`src/rtl/fir_mac_seq.sv`:
```
// fir_mac_seq: time-multiplexed FIR filter built around one signed multiplier
// and one accumulator. Each accepted sample costs TAPS MAC cycles plus one
// output cycle. Coefficients are runtime-writable while the block is idle.
// Optional feature macro: FIR_ROUND_EN (round half up before the output shift).
module fir_mac_seq #(
  parameter int DW   = 8,
  parameter int CW   = 8,
  parameter int OW   = 8,
  parameter int TAPS = 4,
  parameter int FRAC = 2,
  parameter logic [TAPS*CW-1:0] COEF_INIT = {8'hFC, 8'h0F, 8'h0F, 8'hFC}
) (
  input  logic                     clk,
  input  logic                     reset,
  input  logic signed [DW-1:0]     x_in,
  input  logic                     x_valid,
  output logic                     x_ready,
  input  logic                     c_we,
  input  logic [$clog2(TAPS)-1:0]  c_addr,
  input  logic signed [CW-1:0]     c_data,
  output logic signed [OW-1:0]     y_out,
  output logic                     y_valid
);

  localparam int KW = $clog2(TAPS);
  localparam int PW = DW + CW;
  localparam int AW = PW + KW;

  // Output clamp limits, expressed at the width of the rounded accumulator.
  localparam int YMAX_I = 2**(OW-1) - 1;
  localparam int YMIN_I = -(2**(OW-1));
  localparam logic signed [AW:0] YMAX = (AW+1)'(YMAX_I);
  localparam logic signed [AW:0] YMIN = (AW+1)'(YMIN_I);

`ifdef FIR_ROUND_EN
  // Half an output LSB; evaluates to zero when FRAC = 0.
  localparam int RND_I = (2**FRAC) / 2;
`else
  localparam int RND_I = 0;
`endif
  localparam logic signed [AW:0] RND = (AW+1)'(RND_I);

  typedef enum logic [1:0] {
    IDLE = 2'd0,
    MAC  = 2'd1,
    DONE = 2'd2
  } state_t;

  state_t state_q, state_d;

  logic signed [DW-1:0] tap_q  [TAPS];
  logic signed [CW-1:0] coef_q [TAPS];
  logic signed [AW-1:0] acc_q;
  logic [KW-1:0]        k_q;
  logic signed [OW-1:0] y_q;
  logic                 y_valid_q;

  logic                 accept;
  logic                 last_k;
  logic signed [PW-1:0] prod;

  // Scale the accumulator down to the output grid and clamp to OW bits.
  function automatic logic signed [OW-1:0] sat_ow(input logic signed [AW-1:0] a);
    logic signed [AW:0] r;
    r = (AW+1)'(a) + RND;
    r = r >>> FRAC;
    if (r > YMAX)      return YMAX[OW-1:0];
    else if (r < YMIN) return YMIN[OW-1:0];
    else               return r[OW-1:0];
  endfunction

  assign x_ready = (state_q == IDLE);
  assign accept  = x_valid & x_ready;
  assign last_k  = (k_q == KW'(TAPS-1));
  assign prod    = tap_q[k_q] * coef_q[k_q];
  assign y_out   = y_q;
  assign y_valid = y_valid_q;

  // State register.
  always_ff @(posedge clk or posedge reset) begin
    if (reset) state_q <= IDLE;
    else       state_q <= state_d;
  end

  // Next-state logic: IDLE -> MAC (TAPS cycles) -> DONE -> IDLE.
  always_comb begin
    state_d = state_q;
    case (state_q)
      IDLE:    if (accept) state_d = MAC;
      MAC:     if (last_k) state_d = DONE;
      DONE:    state_d = IDLE;
      default: state_d = IDLE;
    endcase
  end

  // Sample delay line, accumulator and tap index.
  always_ff @(posedge clk or posedge reset) begin
    if (reset) begin
      for (int i = 0; i < TAPS; i++) tap_q[i] <= '0;
      acc_q <= '0;
      k_q   <= '0;
    end else if (accept) begin
      for (int i = TAPS-1; i > 0; i--) tap_q[i] <= tap_q[i-1];
      tap_q[0] <= x_in;
      acc_q    <= '0;
      k_q      <= '0;
    end else if (state_q == MAC) begin
      acc_q <= acc_q + AW'(prod);
      k_q   <= k_q + KW'(1);
    end
  end

  // Coefficient bank; writes only land while idle, so an in-flight sum never
  // sees a mix of old and new coefficients.
  always_ff @(posedge clk or posedge reset) begin
    if (reset) begin
      for (int i = 0; i < TAPS; i++) coef_q[i] <= COEF_INIT[i*CW +: CW];
    end else if (c_we && (state_q == IDLE) && (int'(c_addr) < TAPS)) begin
      coef_q[c_addr] <= c_data;
    end
  end

  // Output register and its one-cycle valid strobe.
  always_ff @(posedge clk or posedge reset) begin
    if (reset) begin
      y_q       <= '0;
      y_valid_q <= 1'b0;
    end else begin
      y_valid_q <= (state_q == DONE);
      if (state_q == DONE) y_q <= sat_ow(acc_q);
    end
  end

endmodule

```
`config.mk`:
```
export PLATFORM = sky130hd
export DESIGN_NAME = fir_mac_seq
export DESIGN_NICKNAME = d
export VERILOG_FILES = /design/src/rtl/fir_mac_seq.sv
export SDC_FILE = /design/constraint.sdc
export NUM_CORES = 1
export LEC_CHECK = 0
export CORE_UTILIZATION = 45
export CTS_CLUSTER_SIZE = 16
export DETAILED_ROUTE_END_ITERATION = 10
export GPL_ROUTABILITY_DRIVEN = 0
export PLACE_DENSITY = 0.63
export SKIP_LAST_GASP = 1
export SYNTH_ARGS = -nofsm -noshare
export SYNTH_HDL_FRONTEND = slang
export SYNTH_SLANG_ARGS = --single-unit
```
`constraint.sdc`:
```
create_clock -name clk -period 15.7 [get_ports clk]
set_input_delay 1.57 -clock clk [delete_from_list [all_inputs] [get_ports clk]]
set_output_delay 1.57 -clock clk [all_outputs]
set_load 0.02 [all_outputs]
```
==> results.md, run 1 <==
- Max frequency: around 150 MHz
- CP arrival: 6.68 ns
- Number of port buffers: 31
- DRC violations left: 0
- Io pins: 32
- Status: finished, final reports clean
- Distinct cells, synth: 51
- Routed len/inst: 15.6 µm
- Share of post-route cells with drive strength above 1: 13.4%
- MaxCap Viol Count: 0
- Hold crit path type: flip-flop to flip-flop
- Clock buffer depth: 2
- Register area share after synthesis: 33.1%
- Async SR Flop Fraction: 100%
- Worst-path clk slew: ~0.080 ns
- Cts bufs inserted: 9
- Startpoint types: flip-flop
- All-Layer GR Usage: ~20%
- Final setup violation count: 0
- Final Util: around half
- Synthesized area: between 0.007 and 0.008 mm²
- Clock Latency Late Sink: 0.36 ns
- Seq cells post-synth: 95
- Via count: 4755
- Number of synthesized flops with an enable pin: 0
- Crit-path max FO: 20
- Final WL: 14.5 mm
- CTS hold repair buffers: 0
- Mapped Nets: 828
- Post-detail-place hpwl: approximately 11 mm
- RSZ-0062 raised after global routing: false
- H-Tree Depth: 3
- Ys Warns: 0
- Diode count: 0
- Largest net degree at the start of global routing: 58
- Routed Antenna Nets: 0
- Worst-margin pin slew: 1.11 ns
- Slew Limit Headroom: 26.2%
- Crit. End Element: flip-flop
- Final hold violation count: 0
- Initial antenna violation count: 0
- Synthesis-to-layout area growth: 11.5%
- Syn avg cell area: 10.6 µm²
- Mapped Cells: 683
- Post-synth top area cell: dfrtp_1
- Clock Skew: 0.0110 ns
- Die Footprint: 0.0166 mm²
- Crit path required time: about 16 ns
- Post-cts sizing count: 0
- Nets: about 860
- CORE AREA: approximately 0.016 mm²
- Initial DRT Pass Iterations: 4
- Crit path time final: 6.47 ns
- Root buffer cell: clkbuf_16
- Post-synth top area share: 25.9%
- Initial core utilization: between 40% and 50%
- Vias in the first global route: between 5000 and 6000
- Count of pins over their slew limit: 0
- Gr ovfl total: 0
- Global-route wire length before repair: between 20 and 30 mm
- Hold WS: 0.475 ns
- Chip width: 129 µm
- Via density: approximately 5.1
- Row Count: 46
- Post-CTS setup buffers: 0
- CTS tree: done
- Top post-synthesis cells by area: dfrtp_1 (26%), fa_1 (22%), nand2_1 (7.6%), ha_1 (7.4%), dfstp_2 (7.2%)
- Synth cell count leaders: nand2_1 (146), inv_1 (93), fa_1 (80), dfrtp_1 (75), ha_1 (43)
- Crit Path Class: flip-flop to flip-flop
- Die Ht: 129 µm
- Count leader, synth: nand2_1
- Drt initial violations: 187
- Part of the cycle the worst path needs: just over 40%
- Top FF cell, synth: dfrtp_1
- Total clock sinks: 95
- Fin Setup TNS: 0 ns
-- per-layer routing --
metal | vias up | part of all wire [%] | GRT usage [%] | wire length (µm)
met5 | - | 0 | 0 | 0
met1 | 2410 | 48 | 27.8 | 6940
met3 | 13 | 4.0 | 4.24 | 581
li1 | 2256 | - | - | -
met2 | 76 | 47 | 32.4 | 6830
met4 | 0 | 1.1 | 4.29 | 163
-- sequential cells by signal, summed over array words and instances (netlist names) --
register,flops
tap_q,32
k_q,2
coef_q,32
y_valid,1
acc_q,18
state_q,2
y_out,8
-- kinds of logic after synthesis --
logic type / after synthesis / share of synthesized area, %
buf+inv: 112 / 5.85
xor+xnor: 14 / 1.69
fa+ha+maj: 123 / 29.5
flops: 95 / 33.1
compound gates: 60 / 5.59
mux: 49 / 9.92
simple gates: 230 / 14.4
-- per-stage QoR --
step	instances	instance area [µm²]	setup slack [ns]
after floorplan	683	7250	9.90
after global placement	915	7790	9.30
after detailed placement	915	7790	9.22
after CTS	931	8090	9.17
after global routing	931	8090	8.74
final	931	8090	9.23
-- path summary, 6_finish.rpt --
| path | cells past startpoint | slack (ns) | start | to |
|---|---|---|---|---|
| min in group asynchronous | 2 | 1.60 | reset | tap_q[2]$_DFFE_PP0P_ |
| max | 16 | 9.23 | k_q[0]$_DFFE_PP0P_ | acc_q[17]$_DFFE_PP0P_ |
| min | 2 | 0.47 | y_out[6]$_DFFE_PP0P_ | y_out[6]$_DFFE_PP0P_ |
| min reg2reg | 2 | 0.47 | y_out[6]$_DFFE_PP0P_ | y_out[6]$_DFFE_PP0P_ |
| max in group asynchronous | 3 | 12.98 | reset | acc_q[15]$_DFFE_PP0P_ |
| max reg2reg | 16 | 9.23 | k_q[0]$_DFFE_PP0P_ | acc_q[17]$_DFFE_PP0P_ |
-- cell usage in the layout (no fill, tap or decap), types with 2 or more instances in the layout --
cell type and instances:
o31ai_1 6, nand3_1 7, dfrtp_1 75, nand4_1 4
o21ai_1 4, buf_4 4, o32ai_1 2, mux2_2 33
nand2b_1 3, clkdlybuf4s50_1 31, nor4_1 3, nand2_1 146
inv_1 92, nor2b_1 2, o21ai_0 22, inv_8 2
or3_1 2, xnor2_1 11, a211oi_1 2, clkbuf_16 10
a21oi_1 6, a31oi_1 2, a21o_1 3, o21bai_1 2
mux4_2 15, nor2_1 16, fa_1 80, xor2_1 3
o21a_1 3, dfstp_2 20, ha_1 43, nor3_1 2
clkinvlp_4 2, and2_1 35
-- area by class of cell --
cell class,instances,area [µm²]
fillers,1385,7740
flip-flops and latches,95,2400
repair buffers,35,340
inverters,93,350
multi-input cells,476,4430
clock buffers,11,254
well taps,216,270
clock inverters,5,46.3
-- worst max-delay path, stage by stage, from the launching register on --
cell and delay (ns):
dfrtp_1 1.08, mux4_2 0.72, and2_1 0.42, fa_1 0.60, inv_1 0.06, fa_1 0.51, inv_1 0.06, fa_1 0.46
fa_1 0.49, ha_1 0.31, ha_1 0.37, o21a_1 0.21, nor2_1 0.25, and2b_2 0.26, a311oi_2 0.28, xnor2_1 0.15
o21ai_1 0.07
Power of run 1 is left out: the tool's default activity adds up to more than one toggle a clock period on the data nets, which glitch-free logic cannot reach.
==> run 2: changes to the inputs <==
- clock period: 15.7 -> 6.32 ns (I/O delays scaled with it)
==> results.md, run 2 (synthesis gave the netlist of run 1 again) <==
- Status: finished, final reports clean
- CP Cell Sequence: buf_4 -> mux4_2 -> nand2_1 -> inv_1 -> fa_1 -> inv_1 -> fa_1 -> inv_1 -> fa_1 -> fa_1 -> ha_1 -> ha_1 -> o21a_1 -> nor2_1 -> and2b_2 -> a311oi_2 -> xnor2_1 -> o21ai_1
- Clock Skew: 0.0115 ns
- All-Layer GR Usage: slightly above 20%
- Fillcell total: 1417
- Die Ht: around 130 µm
- Post-detail-place hpwl: 11.9 mm
- Via count: 4857
- Routed Antenna Nets: 0
- Part of the cycle the worst path needs: 93.3%
- RSZ-0062 raised after global routing: false
- Crit-path max FO: 15
- Hold crit path type: flip-flop to flip-flop
- Crit Path Class: flip-flop to flip-flop
- Slew Limit Headroom: between 30% and 40%
- DRC violations left: 0
- Slowest stage delay, CP: around 0.63 ns
- Fin Setup TNS: 0 ns
- Final hold violation count: 0
- Clock Latency Late Sink: around 0.36 ns
- Slowest CP cell: mux4_2
- Total clock sinks: 95
- Routed len/inst: 15.9 µm
- CP arrival: 6.10 ns
- Final WL: 15.0 mm
- Row Count: 46
- Synthesis-to-layout area growth: 12.3%
- Startpoint types: flip-flop
- Crit path required time: 6.52 ns
- Cts bufs inserted: 9
- Nets: 864
- Initial core utilization: 45.8%
- Clock buffer depth: 2
- Die Footprint: 0.0166 mm²
- Initial antenna violation count: 0
- Post-cts sizing count: 0
- Io pins: 32
- Drt initial violations: 222
- CORE AREA: between 0.015 and 0.02 mm²
- CTS tree: done
- Most Frequent Cell on Critical Path: fa_1
- Worst-margin pin slew: 0.958 ns
- Share of post-route cells with drive strength above 1: 14.6%
- Most common library cell in the layout ignoring fill and taps: nand2_1
- Crit path time final: 5.90 ns
- Chip width: 129 µm
- Via density: slightly above 5
- H-Tree Depth: 3
- Max frequency: about 170 MHz
- Largest net degree at the start of global routing: 77
- Vias in the first global route: 5062
- Family with the most delay on the worst path: adder cells
- Root buffer cell: clkbuf_16
- Post-CTS setup buffers: 0
- Crit. End Element: flip-flop
- CP Buf/Inv Count: 4
- Final setup violation count: 0
- Global-route wire length before repair: between 20 and 30 mm
- Number of port buffers: 31
- Most frequent cells in the layout: nand2_1 (146), inv_1 (92), fa_1 (80), dfrtp_1 (75), ha_1 (43)
- Largest registers: coef_q x32, tap_q x32, acc_q x18
- Count of pins over their slew limit: 0
- Gr ovfl total: 0
- CTS hold repair buffers: 0
- Initial DRT Pass Iterations: 4
- Worst-path clk slew: around 0.070 ns
- Diode count: 0
- MaxCap Viol Count: 0
## run 2: cell count changes in the layout (fill, tap and decap cells not counted)
cell | before | now
clkbuf_8 | 0 | 1
clkbuf_1 | 1 | 0
inv_4 | 0 | 2
buf_4 | 4 | 13
clkinv_2 | 1 | 2
clkinvlp_4 | 2 | 0
clkbuf_16 | 10 | 9
## run 2: area by class of cell
type	count	area, µm²	area share (%)
inverters	93	350	4.30
well taps	216	270	3.32
clock inverters	6	48.8	0.599
multi-input cells	476	4430	54.4
clock buffers	10	239	2.93
flip-flops and latches	95	2400	29.5
repair buffers	44	408	5.01
## run 2: per-layer routing
metal	share of wire [%]	GRT usage [%]	up-vias
met2	48	32.8	102
met1	47	28.0	2470
met4	1.1	4.43	0
li1	-	-	2272
met3	3.8	4.03	13
met5	0	0	-
## run 2: path summary, 6_finish.rpt
kind	startpoint	to	slack, ns	cells past startpoint
max	k_q[0]$_DFFE_PP0P_	acc_q[17]$_DFFE_PP0P_	0.42	18
min	y_out[0]$_DFFE_PP0P_	y_out[0]$_DFFE_PP0P_	0.48	2
max reg2reg	k_q[0]$_DFFE_PP0P_	acc_q[17]$_DFFE_PP0P_	0.42	18
min reg2reg	y_out[0]$_DFFE_PP0P_	y_out[0]$_DFFE_PP0P_	0.48	2
max in group asynchronous	reset	coef_q[20]$_DFFE_PP0P_	4.52	3
min in group asynchronous	reset	tap_q[13]$_DFFE_PP0P_	0.54	2
## run 2: per-stage QoR
| step | instance area (µm²) | hold WS [ns] | util (%) | instances | setup WS, ns |
|---|---|---|---|---|---|
| floorplan | 7250 | 0.441 | - | 683 | 0.522 |
| detailed placement | 7860 | 0.465 | 49.7 | 924 | 0.435 |
| global placement | 7860 | 0.453 | 49.7 | 924 | 0.558 |
| CTS | 8150 | 0.481 | 51.5 | 940 | 0.403 |
| global route | 8150 | 0.500 | 51.5 | 940 | 0.0606 |
| finish | 8150 | 0.476 | 51.5 | 940 | 0.421 |
## run 2: worst reg2reg max path, delay by kind of cell (launching register included)
family                   cells  cell delay [ns]
adder cells (fa/ha/maj)      6             2.62
XOR/XNOR                     1             0.15
multiplexers                 1             0.63
AO/OA/AOI/OAI                3             0.56
AND/OR/NAND/NOR              3             0.75
flip-flops                   1             0.33
buffers and inverters        4             0.70
Power of run 2 is left out for the same reason.
